===== config.mk =====
export PLATFORM = sky130hd
export DESIGN_NAME = rptr_level_flat
export DESIGN_NICKNAME = d
export VERILOG_FILES = /design/src/rtl/rptr_level_if.sv /design/src/rtl/rptr_level.sv /design/src/flat_wrapper.sv
export SDC_FILE = /design/constraint.sdc
export NUM_CORES = 1
export LEC_CHECK = 0
export CAP_MARGIN = 0
export CORE_MARGIN = 2
export CORE_UTILIZATION = 30
export CTS_CLUSTER_DIAMETER = 150
export DETAILED_ROUTE_END_ITERATION = 8
export HOLD_SLACK_MARGIN = 0.15
export PLACE_DENSITY = 0.58
export SLEW_MARGIN = 20
export SYNTH_ARGS = -nofsm -noshare
export SYNTH_HDL_FRONTEND = slang
export SYNTH_SLANG_ARGS = --single-unit
export TNS_END_PERCENT = 10

===== constraint.sdc =====
create_clock -name rclk -period 4.9 [get_ports rclk]
set_input_delay 0.49 -clock rclk [delete_from_list [all_inputs] [get_ports rclk]]
set_output_delay 0.49 -clock rclk [all_outputs]
set_load 0.03 [all_outputs]

===== src/rtl/rptr_level_if.sv =====
// Read-side status bus for the gray-code async FIFO read pointer block.
//  slave  : the rptr_level block (consumes pop/threshold, produces pointers/status)
//  master : the read-side consumer driving pops and observing status
// Signals:
//  rinc, rq2_wptr, ae_thresh, uf_clr                        master -> slave
//  raddr, rptr, rempty, ralmostempty, rlevel, runderflow,
//  ruf_cnt                                                  slave -> master
interface rptr_level_if #(
    parameter int ADDRSIZE = 4,
    parameter int UFCNT_W  = 8
);
    logic                rinc;
    logic [ADDRSIZE:0]   rq2_wptr;
    logic [ADDRSIZE:0]   ae_thresh;
    logic                uf_clr;
    logic [ADDRSIZE-1:0] raddr;
    logic [ADDRSIZE:0]   rptr;
    logic                rempty;
    logic                ralmostempty;
    logic [ADDRSIZE:0]   rlevel;
    logic                runderflow;
    logic [UFCNT_W-1:0]  ruf_cnt;

    modport slave (
        input  rinc, rq2_wptr, ae_thresh, uf_clr,
        output raddr, rptr, rempty, ralmostempty, rlevel, runderflow, ruf_cnt
    );

    modport master (
        output rinc, rq2_wptr, ae_thresh, uf_clr,
        input  raddr, rptr, rempty, ralmostempty, rlevel, runderflow, ruf_cnt
    );
endinterface


===== src/rtl/rptr_level.sv =====
// Read-side pointer/status block for the gray-code async FIFO, rclk domain.
// Produces the binary RAM read address and the registered gray read pointer
// (to the wclk synchroniser), and derives empty, almost-empty, occupancy and
// underflow status from the write pointer already synchronised into rclk.
// Ports:
//  rclk  - read clock
//  rrst  - asynchronous active-high reset
//  bus   - rptr_level_if.slave: rinc, rq2_wptr, ae_thresh, uf_clr in;
//          raddr, rptr, rempty, ralmostempty, rlevel, runderflow, ruf_cnt out
module rptr_level #(
    parameter int ADDRSIZE = 4,
    parameter int UFCNT_W  = 8
) (
    input  logic         rclk,
    input  logic         rrst,
    rptr_level_if.slave  bus
);

    logic [ADDRSIZE:0]  rbin;
    logic [ADDRSIZE:0]  rptr_q;
    logic               rempty_q;
    logic               ralmostempty_q;
    logic [ADDRSIZE:0]  rlevel_q;
    logic               runderflow_q;
    logic [UFCNT_W-1:0] ruf_cnt_q;

    logic               pop;
    logic               uf_evt;
    logic [ADDRSIZE:0]  rbinnext;
    logic [ADDRSIZE:0]  rgraynext;
    logic [ADDRSIZE:0]  wbin;
    logic [ADDRSIZE:0]  lvl_next;
    logic               empty_next;

    // A pop against an empty FIFO is dropped; it only counts as underflow.
    assign pop       = bus.rinc & ~rempty_q;
    assign uf_evt    = bus.rinc & rempty_q;
    assign rbinnext  = rbin + (ADDRSIZE+1)'(pop);
    assign rgraynext = (rbinnext >> 1) ^ rbinnext;

    // Gray to binary: each binary bit is the XOR of all gray bits at or above it.
    always_comb begin
        wbin = '0;
        for (int i = 0; i <= ADDRSIZE; i++) begin
            wbin[i] = ^(bus.rq2_wptr >> i);
        end
    end

    // Modulo subtraction keeps occupancy correct across the pointer wrap.
    assign lvl_next   = wbin - rbinnext;
    assign empty_next = (rgraynext == bus.rq2_wptr);

    always_ff @(posedge rclk or posedge rrst) begin
        if (rrst) begin
            rbin           <= '0;
            rptr_q         <= '0;
            rempty_q       <= 1'b1;
            ralmostempty_q <= 1'b1;
            rlevel_q       <= '0;
            runderflow_q   <= 1'b0;
            ruf_cnt_q      <= '0;
        end else begin
            rbin           <= rbinnext;
            rptr_q         <= rgraynext;
            rempty_q       <= empty_next;
            rlevel_q       <= lvl_next;
            ralmostempty_q <= (lvl_next <= bus.ae_thresh) | empty_next;
            runderflow_q   <= uf_evt;
            if (bus.uf_clr) begin
                ruf_cnt_q <= '0;
            end else if (uf_evt && !(&ruf_cnt_q)) begin
                ruf_cnt_q <= ruf_cnt_q + UFCNT_W'(1);
            end
        end
    end

    assign bus.raddr        = rbin[ADDRSIZE-1:0];
    assign bus.rptr         = rptr_q;
    assign bus.rempty       = rempty_q;
    assign bus.ralmostempty = ralmostempty_q;
    assign bus.rlevel       = rlevel_q;
    assign bus.runderflow   = runderflow_q;
    assign bus.ruf_cnt      = ruf_cnt_q;

endmodule

===== src/flat_wrapper.sv =====
// flat-port wrapper written by rule: the top's interface ports become plain ports
module rptr_level_flat 
#(
    parameter int ADDRSIZE = 4,
    parameter int UFCNT_W  = 8
)
  (rclk, rrst, bus_rinc, bus_rq2_wptr, bus_ae_thresh, bus_uf_clr, bus_raddr, bus_rptr, bus_rempty, bus_ralmostempty, bus_rlevel, bus_runderflow, bus_ruf_cnt);
  rptr_level_if #(.ADDRSIZE(ADDRSIZE), .UFCNT_W(UFCNT_W)) bus_i ();
  input  logic rclk;
  input  logic rrst;
  input wire logic [$bits(bus_i.rinc)-1:0] bus_rinc;
  input wire logic [$bits(bus_i.rq2_wptr)-1:0] bus_rq2_wptr;
  input wire logic [$bits(bus_i.ae_thresh)-1:0] bus_ae_thresh;
  input wire logic [$bits(bus_i.uf_clr)-1:0] bus_uf_clr;
  output wire logic [$bits(bus_i.raddr)-1:0] bus_raddr;
  output wire logic [$bits(bus_i.rptr)-1:0] bus_rptr;
  output wire logic [$bits(bus_i.rempty)-1:0] bus_rempty;
  output wire logic [$bits(bus_i.ralmostempty)-1:0] bus_ralmostempty;
  output wire logic [$bits(bus_i.rlevel)-1:0] bus_rlevel;
  output wire logic [$bits(bus_i.runderflow)-1:0] bus_runderflow;
  output wire logic [$bits(bus_i.ruf_cnt)-1:0] bus_ruf_cnt;
  assign bus_i.rinc = bus_rinc;
  assign bus_i.rq2_wptr = bus_rq2_wptr;
  assign bus_i.ae_thresh = bus_ae_thresh;
  assign bus_i.uf_clr = bus_uf_clr;
  assign bus_raddr = bus_i.raddr;
  assign bus_rptr = bus_i.rptr;
  assign bus_rempty = bus_i.rempty;
  assign bus_ralmostempty = bus_i.ralmostempty;
  assign bus_rlevel = bus_i.rlevel;
  assign bus_runderflow = bus_i.runderflow;
  assign bus_ruf_cnt = bus_i.ruf_cnt;
  rptr_level #(.ADDRSIZE(ADDRSIZE), .UFCNT_W(UFCNT_W)) u_core (.rclk(rclk), .rrst(rrst), .bus(bus_i));
endmodule

; ---- Yosys cells after proc, flatten, opt, wreduce, memory -nomap -nowiden
; Index checks and enable logic that the tools add are counted.
[classes]
n_addsub = 3
magnitude_cmp = 1
n_eq_ne = 1
n_mux = 2
n_bitwise = 5
n_reduce_logical = 9
[op_table]
columns = cell, n
row1 = 5-bit XOR reduction, 5
row2 = 8-bit 2-to-1 mux, 2
row3 = "8-bit by 1-bit adder with 8-bit output, second input constant", 1
row4 = 8-bit AND reduction, 1
row5 = 5-bit by 1-bit adder with 5-bit output, 1
row6 = 5-bit equality test, 1
row7 = 5-bit <= comparator, 1
row8 = 5-bit subtractor, 1
row9 = 4-bit by 5-bit bitwise XOR with 5-bit output, 1
row10 = 1-bit bitwise AND, 2
row11 = 2-bit nonzero test, 1
row12 = 1-bit logical AND, 1
row13 = 1-bit logical NOT, 1
row14 = 1-bit inverter, 1
row15 = 1-bit OR, 1
[totals]
regBits = 26
input_bits = 14
wordCells = 28

; ---- Depth between registers and ports, before layout
; Gate-level depths: netlist of run 1.
[logic_depth]
word_depth = 6
mapped_depth = 14
mapped_depth_nobuf = 14

; ---- Worst setup path before layout of run 1
; OpenSTA, ideal clock, no wires.
[synth_path]
path_kind = input to register
start = in bus_rq2_wptr[4]
end = reg u_core.ralmostempty_q, in the netlist u_core.bus.ralmostempty
setup_ns = 0.091
arrival_time_ns = 3.007
required_time_ns = 4.809
path_slack_ns = 1.802
cell_stages = 14
n_path_buf = 0
cell_sequence = xor2_1 xnor2_2 xor2_1 xor2_1 ha_1 fa_1 nor2b_1 a221oi_2 xor2_1 ha_1 o21ai_0 a21oi_1 o22a_1 o41ai_2
[synth_between]
elab_chain_len = 4
elab_cells_between_ends = 9
cone_classes = add/sub: 1 / order compare: 1 / eq/ne: 1 / bitwise: 1 / reduce/logical: 5
[synth_lines]
columns = item, line_no
row1 = "start, declared", flat_wrapper.sv:12  ; input wire logic [$bits(bus_i.rq2_wptr)-1:0] bus_rq2_wptr;
row2 = 5-bit XOR reduction, rptr_level.sv:45  ; wbin[i] = ^(bus.rq2_wptr >> i);
row3 = 5-bit subtractor (*), rptr_level.sv:50  ; assign lvl_next = wbin - rbinnext;
row4 = net u_core.lvl_next[4], rptr_level.sv:32  ; logic [ADDRSIZE:0] lvl_next;
row5 = 5-bit <= comparator (*), rptr_level.sv:67  ; ralmostempty_q <= (lvl_next <= bus.ae_thresh) | empty_next;
row6 = 1-bit OR (*), rptr_level.sv:67
row7 = "end signal, assigned", rptr_level.sv:67
row8 = "end, declared", rptr_level.sv:22  ; logic ralmostempty_q;
; Mark *: on every way through the listed nets, which the timed path passes. The rest lies on a longest branch.
; A chain may end at the register's enable or synchronous reset.

; ---- Worst setup path after layout of run 1
[layout_path]
start = in bus_rq2_wptr[3]
end = reg u_core.ralmostempty_q, in the netlist u_core.bus.ralmostempty
; Same word-level chain as after synthesis.

==> results.yml, run 1 <==
status:
  status: "complete, no violations"
global_route:
  grt_overflow: 0
  grt_pass1_wl_um: 4950
  antenna_found_initial: 0
  grt_max_degree: 26
  grt_use_total_pct: 11.9
  grt_pass1_vias: 1109
clock_tree:
  clockBufferDepth: 2
  numCtsBuffers: 3
  cts_tree: "yes"
  postCtsHoldBufs: 0
  post_cts_buffers: 0
  clock-root-buffer: "clkbuf_8"
  clkLatencyLatePin_ns: 0.27
  path_clk_slew_ns: 0.09
  htreeDepth: 1
  cts_sinks: 25
  cts_resized: 0
routing:
  ant_nets: 0
  finalWirelength_um: 2840
  drt_drc_violations_left: 0
  wl_per_cell_um: 12.8
  drt_iter0_drc: 22
  vias_per_cell: 4.69
  route.vias.total: 1041
  dr.pass1.iters: 4
sta:
  hold_viol: 0
  post-route-period-util_pct: 72.6
  rsz0062_at_grt: "false"
  finalSetupTns_ns: 0
  finalSetupViolCount: 0
  tightest_slew_ns: 0.924
  clock_skew_ns: 0.00337
  layout_min_cycle_time_ns: 3.56
  drv_slew: 0
  timing.fmax_mhz: 281
  maxSlewHeadroom_pct: 38.0
finish:
  multiInputGateArea_um2: 748
  layout-drive-gt1-share_pct: 8.93
  fin_nets: 195
  fin_cells: 222
  area_growth_pct: 34.1
  seqCellArea_um2: 628
  n_fill_cell: 456
  post-route-util_pct: 41.3
  diodes: 0
logic_synthesis:
  synth_seq_cells: 25
  ys_async_sr_fraction_pct: 100
  syn_avg_cell_area_um2: 11.3
  synth_edf_count: 0
  synth_top_cell_area_share_pct: 40.1
  yosysWarnings: 0
  synth_common_cells: "dfrtp_1 (23), inv_1 (15), xnor2_1 (14)"
  synth_cell_types: 29
  synth_top_area_cell: "dfrtp_1"
  yosys-top-cells-area: "dfrtp_1 (40%), ha_1 (9.6%), xnor2_1 (8.5%)"
  syn_inst: 127
  synth_top_flop_cell: "dfrtp_1"
  synth.most_common_cell: "dfrtp_1"
  synth_area_mm2: 0.00144
  synth_fp_nets: 153
  yosysSeqAreaShare_pct: 43.7
die:
  dieArea_mm2: 0.00536
  placeableCoreArea_mm2: 0.00466
  start_util_pct: 30.8
  die_y_um: 73.2
  die_x_um: 73.2
  num_io_pins: 39
  rows: 25
placed_design:
  port_buffers: 38
  placed_cells: 218
  gp_congestion: 0.782
  dpl.hpwl_um: 2280
power:
  peakVddDrop_mv: 0.354
  power_leakage_nw: 0.841
  power.total_mw: 1.40
  powerDensity_mw_per_mm2: 727
run:
  maxCapViolCount: 0
critical_path:
  required_ns: 5.09
  endpoint_kind: "flip-flop"
  arrival_ns: 3.75
  crit_fanout: 3
  critPathKind: "in -> reg"
  critPathLaunchType: "primary input"
min_path:
  hold_path.class: "reg -> reg"
final cells by class:
type | count | area share, %
clock buffer | 4 | 2.34
inverter | 15 | 2.92
multi-input combinational | 86 | 38.9
sequential | 25 | 32.6
tap | 54 | 3.51
timing repair buffer | 38 | 19.8
placed cells by master (no fill, tap or decap), types with 2 or more instances in the layout:
| cell | Yosys | layout |
|---|---|---|
| nand3_1 | 6 | 6 |
| xor2_1 | 8 | 8 |
| xnor2_2 | 3 | 3 |
| ha_1 | 11 | 11 |
| clkbuf_8 | 0 | 3 |
| xnor2_1 | 14 | 14 |
| nor3_1 | 3 | 3 |
| a221oi_2 | 2 | 2 |
| nor2b_1 | 3 | 3 |
| and2_1 | 3 | 3 |
| mux2i_1 | 2 | 2 |
| nor2_1 | 9 | 9 |
| a21oi_1 | 3 | 3 |
| o21ai_0 | 4 | 4 |
| dfrtp_1 | 23 | 23 |
| or3_1 | 2 | 2 |
| dfstp_2 | 2 | 2 |
| inv_1 | 15 | 14 |
| clkdlybuf4s50_1 | 0 | 38 |
| nand2_1 | 3 | 3 |
worst paths after layout:
path | from | endpoint | slack (ns) | cells after the start
worst max-delay path | bus_rq2_wptr[3] | u_core.bus.ralmostempty | 1.34 | 15
max in group asynchronous | rrst | u_core.bus.ruf_cnt[3] | 3.86 | 2
worst min-delay path | u_core.rbin[4] | u_core.rbin[4] | 0.58 | 2
worst max register to register | u_core.bus.rempty | u_core.bus.ralmostempty | 1.83 | 13
min in group asynchronous | rrst | u_core.bus.rlevel[1] | 0.62 | 2
worst min register to register | u_core.rbin[4] | u_core.rbin[4] | 0.58 | 2
power by group:
part | switching (mW) | internal (mW) | leakage (nW)
Combinational | 0.508 | 0.431 | 0.507
Clock | 0.0648 | 0.0581 | 0.0228
Sequential | 0.0470 | 0.292 | 0.311
Total | 0.620 | 0.781 | 0.841
cell families (layout without fill, tap and decap cells):
logic type	Yosys count	after routing	synth area share, %
AO/OA/AOI/OAI	12	12	6.88
XOR/XNOR	27	27	20.4
adder cells (fa/ha/maj)	12	12	11.0
buffers and inverters	16	57	4.18
flip-flops	25	25	43.7
multiplexers	2	2	1.39
AND/OR/NAND/NOR	33	33	12.5
sequential cells by signal, indices dropped and copies added (netlist names):
register	count
u_core.bus.ruf_cnt	8
u_core.bus.ralmostempty	1
u_core.bus.rlevel	5
u_core.bus.rempty	1
u_core.bus.rptr	4
u_core.rbin	5
u_core.bus.runderflow	1
layer usage:
layer	share of wire [%]	GRT usage (%)	vias up
met1	43	14.4	495
li1	-	-	503
met4	2.4	4.94	0
met3	5.2	2.49	8
met2	49	20.2	35
met5	0	0	-
worst max-delay path: stages:
cell and delay (ns):
clkdlybuf4s50_1 0.51, xor2_1 0.30, xnor2_2 0.20, xor2_1 0.35, xor2_1 0.12, ha_1 0.24, fa_1 0.40, nor2b_1 0.16
a221oi_2 0.08, xor2_1 0.16, ha_1 0.30, o21ai_0 0.07, a21oi_1 0.12, o22a_1 0.16, o41ai_2 0.07
stage by stage:
step | setup slack, ns | cell area [um2] | hold WS [ns]
final | 1.34 | 1930 | 0.582
after global routing | 1.19 | 1930 | 0.621
after CTS | 1.33 | 1930 | 0.596
after detailed placement | 1.04 | 1880 | 0.571
after global placement | 1.13 | 1880 | 0.561
after floorplan | 1.80 | 1440 | 0.516
Note: power is estimated with default switching activity, not from simulation.
==> inputs of run 2 (changes only) <==
--- a/config.mk
+++ b/config.mk
@@ -11,7 +11,7 @@
 export CTS_CLUSTER_DIAMETER = 150
 export DETAILED_ROUTE_END_ITERATION = 8
 export HOLD_SLACK_MARGIN = 0.15
-export PLACE_DENSITY = 0.58
+export PLACE_DENSITY = 0.6
 export SLEW_MARGIN = 20
 export SYNTH_ARGS = -nofsm -noshare
 export SYNTH_HDL_FRONTEND = slang
==> constraint.sdc (replaced) <==
create_clock -name rclk -period 3.1 [get_ports rclk]
set_input_delay 0.31 -clock rclk [delete_from_list [all_inputs] [get_ports rclk]]
set_output_delay 0.31 -clock rclk [all_outputs]
set_load 0.03 [all_outputs]
==> results.yml, run 2 (synthesis results as in run 1) <==
run:
  maxCapViolCount: 0
sta:
  timing.fmax_mhz: 345
  hold_viol: 0
  tightest_slew_ns: 0.949
  finalSetupViolCount: 0
  finalSetupTns_ns: 0
  layout_min_cycle_time_ns: 2.89
  clock_skew_ns: 0.00482
  maxSlewHeadroom_pct: 36.3
  holdWs_ns: 0.437
  rsz0062_at_grt: "false"
  drv_slew: 0
  layout_setup_ws_ns: 0.205
  post-route-period-util_pct: 93.4
finish:
  stdcell_area_mm2: 0.00208
  fin_nets: 215
  layout_common_cells: "clkdlybuf4s50_1 (36), dfrtp_1 (23), buf_4 (20), xnor2_1 (14), inv_1 (14)"
  largest_register_ffs: 8
  diodes: 0
  final_common_cell: "clkdlybuf4s50_1"
  post-route-util_pct: 44.7
  area_growth_pct: 44.9
  layout-drive-gt1-share_pct: 19.7
clock_tree:
  clockBufferDepth: 2
  numCtsBuffers: 3
  cts_sinks: 25
  htreeDepth: 1
  cts_tree: "yes"
  clock-root-buffer: "clkbuf_8"
  clkLatencyLatePin_ns: 0.27
  path_clk_slew_ns: 0.09
  postCtsHoldBufs: 0
critical_path:
  critPathKind: "reg -> reg"
  crit_fanout: 3
  critPathLaunchType: "flip-flop"
  required_ns: 3.28
  endpoint_kind: "flip-flop"
  arrival_ns: 3.07
routing:
  route.vias.total: 1098
  finalWirelength_um: 3030
  wl_per_cell_um: 12.5
  vias_per_cell: 4.54
  ant_nets: 0
  dr.pass1.iters: 4
  drt_iter0_drc: 34
  drt_drc_violations_left: 0
power:
  peakVddDrop_mv: 0.478
  powerDensity_mw_per_mm2: 1180
  power_leakage_nw: 0.944
min_path:
  hold_path.class: "in -> async"
global_route:
  grt_max_degree: 26
  grt_use_total_pct: 12.4
  grt_pass1_vias: 1140
  antenna_found_initial: 0
  grt_overflow: 0
  grt_pass1_wl_um: 5130
die:
  die_x_um: 73.2
  num_io_pins: 39
  rows: 25
  die_y_um: 73.2
  dieArea_mm2: 0.00536
  placeableCoreArea_mm2: 0.00466
  start_util_pct: 30.8
status:
  status: "complete, no violations"
placed_design:
  port_buffers: 38
  place_area_mm2: 0.00202
  dpl.hpwl_um: 2470
  place_ws_ns: -0.433
  gp_congestion: 0.795
run 2: layout make-up:
class | count | area (um2)
tap | 54 | 67.6
clock buffer | 3 | 41.3
timing repair buffer | 58 | 528
multi-input combinational | 86 | 756
inverter | 15 | 56.3
sequential | 25 | 628
fill | 428 | 2580
clock inverter | 1 | 5.00
run 2: where the power goes:
group | total (mW) | switching [mW] | leakage [nW] | internal (mW)
logic | 1.73 | 0.855 | 0.608 | 0.873
registers | 0.536 | 0.0754 | 0.311 | 0.461
clock network | 0.196 | 0.106 | 0.0255 | 0.0900
total | 2.46 | 1.04 | 0.944 | 1.42
run 2: path summary, 6_finish.rpt:
kind,startpoint,endpoint,slack (ns),cells past startpoint
worst min-delay path,rrst,u_core.bus.ruf_cnt[7],0.44,2
worst max register to register,u_core.bus.rempty,u_core.bus.ralmostempty,0.21,13
worst min register to register,u_core.bus.ruf_cnt[6],u_core.bus.ruf_cnt[6],0.59,2
worst max-delay path,u_core.bus.rempty,u_core.bus.ralmostempty,0.21,13
min in group rclk,u_core.bus.ruf_cnt[6],u_core.bus.ruf_cnt[6],0.59,2
max in group asynchronous,rrst,u_core.rbin[0],2.23,2
run 2: critical path: stages (launching register included):
cell and delay [ns]:
dfstp_2 0.58, nor2b_4 0.06, and2_1 0.15, ha_1 0.34, inv_1 0.07, ha_1 0.28, nor2b_1 0.14, a221oi_2 0.25
xnor2_1 0.19, ha_1 0.28, o21ai_0 0.15, a21oi_1 0.06, o22a_1 0.20, o41ai_2 0.05
run 2: layer usage:
layer	up-vias	GRT usage [%]	share of wire, %
li1	542	-	-
met2	29	22.7	54
met5	-	0	0
met3	4	1.93	4.0
met1	523	14.5	41
met4	0	3.91	0.89
run 2: through the flow:
step / total power, mW / instances
6_report: 2.46 / 242
5_1_grt: 2.67 / 242
4_1_cts: 2.50 / 242
3_5_place_dp: 2.29 / 237
3_3_place_gp: 2.25 / 237
2_1_floorplan: 1.62 / 127
run 2: timing repair:
item / in CTS / in global routing
setup buffers: 1 / 0
endpoints found under the hold margin: 0 / 0
endpoints found under the setup margin: 1 / 0
gates resized for setup: 4 / 0
==> inputs of run 3 (changes only) <==
--- a/config.mk
+++ b/config.mk
@@ -12,6 +12,7 @@
 export DETAILED_ROUTE_END_ITERATION = 8
 export HOLD_SLACK_MARGIN = 0.15
 export PLACE_DENSITY = 0.6
+export RECOVER_POWER = 50
 export SLEW_MARGIN = 20
 export SYNTH_ARGS = -nofsm -noshare
 export SYNTH_HDL_FRONTEND = slang
==> results.yml, run 3 (synthesis results as in run 1) <==
power:
  power_leakage_nw: 0.941
  peakVddDrop_mv: 0.478
  power.total_mw: 2.43
  powerDensity_mw_per_mm2: 1170
placed_design:
  placed_cells: 237
  dpl.hpwl_um: 2470
  place_ws_ns: -0.433
  place_area_mm2: 0.00202
  port_buffers: 38
  gp_congestion: 0.795
routing:
  drt_drc_violations_left: 0
  finalWirelength_um: 3020
  ant_nets: 0
  routed.top_layer: "met4"
  vias_per_cell: 4.53
  wl_met3_um: 122
  drt_iter0_drc: 34
  route.met2.wl_um: 1630
  wl_met1_um: 1240
  route.vias.total: 1097
  dr.pass1.iters: 4
  wl_per_cell_um: 12.5
critical_path:
  path_delay_family: "adder cells"
  crit_fanout: 3
  critPathLaunchType: "flip-flop"
  required_ns: 3.28
  cpMostUsedCell: "ha_1"
  arrival_ns: 3.07
  cp_slowest_cell: "dfstp_2"
  critPathKind: "reg -> reg"
  startpoint: "u_core.bus.rempty"
  crit_chain: "nor2b_4 -> and2_1 -> ha_1 -> inv_1 -> ha_1 -> nor2b_1 -> a221oi_2 -> xnor2_1 -> ha_1 -> o21ai_0 -> a21oi_1 -> o22a_1 -> o41ai_2"
  endpoint_kind: "flip-flop"
  cp_num_buf_inv: 1
  r2r-start: "u_core.bus.rempty"
  max_stage_delay_ns: 0.58
global_route:
  grt_max_degree: 26
  grt_pass1_wl_um: 5130
  antenna_found_initial: 0
  grt_pass1_vias: 1140
  grt_use_total_pct: 12.4
  grt_overflow: 0
finish:
  area_growth_pct: 44.4
  largest_register_ffs: 8
  post-route-util_pct: 44.5
  layout-drive-gt1-share_pct: 18.6
  diodes: 0
  layout_common_cells: "clkdlybuf4s50_1 (29), dfrtp_1 (23), buf_4 (18), xnor2_1 (14), inv_1 (14)"
  stdcell_area_mm2: 0.00207
  fin_cells: 242
  final_common_cell: "clkdlybuf4s50_1"
  fin_nets: 215
  n_fill_cell: 429
die:
  placeableCoreArea_mm2: 0.00466
  die_y_um: 73.2
  dieArea_mm2: 0.00536
  die_x_um: 73.2
  start_util_pct: 30.8
  num_io_pins: 39
  rows: 25
clock_tree:
  clkLatencyLatePin_ns: 0.27
  clock-root-buffer: "clkbuf_8"
  postCtsHoldBufs: 0
  numCtsBuffers: 3
  cts_sinks: 25
  cts_tree: "yes"
  path_clk_slew_ns: 0.09
  clockBufferDepth: 2
  htreeDepth: 1
sta:
  finalSetupViolCount: 0
  timing.fmax_mhz: 346
  finalSetupTns_ns: 0
  layout_setup_ws_ns: 0.209
  layout_min_cycle_time_ns: 2.89
  rsz0062_at_grt: "false"
  post-route-period-util_pct: 93.3
  clock_skew_ns: 0.00482
  tightest_slew_ns: 0.949
  hold_viol: 0
  holdWs_ns: 0.574
  maxSlewHeadroom_pct: 36.4
  drv_slew: 0
status:
  status: "complete, no violations"
min_path:
  hold_path.class: "in -> async"
run:
  maxCapViolCount: 0
[run 3: cell types whose count changed in the layout (fill, tap and decap cells not counted)]
cell,delta
clkbuf_1,+2
and2_1,-1
dlygate4sd3_1,+7
buf_4,-2
and2_0,+1
clkdlybuf4s50_1,-7
[run 3: final timing paths]
check                                           to  slack, ns  depth (start not counted)
setup / recovery           u_core.bus.ralmostempty       0.21                         13
min in group rclk            u_core.bus.ruf_cnt[6]       0.59                          2
setup reg to reg           u_core.bus.ralmostempty       0.21                         13
hold reg to reg              u_core.bus.ruf_cnt[6]       0.59                          2
hold / removal               u_core.bus.ruf_cnt[7]       0.57                          2
max in group asynchronous           u_core.rbin[0]       2.09                          2
[run 3: metal layers]
metal	GRT usage (%)	vias to the layer above
li1	-	542
met1	14.5	522
met2	22.7	29
met3	1.93	4
met4	3.91	0
met5	0	-
[run 3: repair_timing]
| item | CTS | global route |
|---|---|---|
| buffers inserted | 1 | 0 |
| gates resized for setup | 4 | 0 |
| setup endpoints to repair | 1 | 0 |
[run 3: cell type report]
type	instances	area, um2	area share, %
flip-flops and latches	25	628	30.3
inverters	15	56.3	2.71
multi-input cells	86	756	36.4
well taps	54	67.6	3.26
repair buffers	58	520	25.1
clock inverters	1	5.00	0.241
clock buffers	3	41.3	1.99
[run 3: power breakdown]
| part | internal [mW] | total, mW | leakage, nW | switching, mW |
|---|---|---|---|---|
| Sequential | 0.461 | 0.534 | 0.311 | 0.0738 |
| Combinational | 0.842 | 1.70 | 0.605 | 0.854 |
| Clock | 0.0900 | 0.196 | 0.0255 | 0.106 |
| Total | 1.39 | 2.43 | 0.941 | 1.03 |
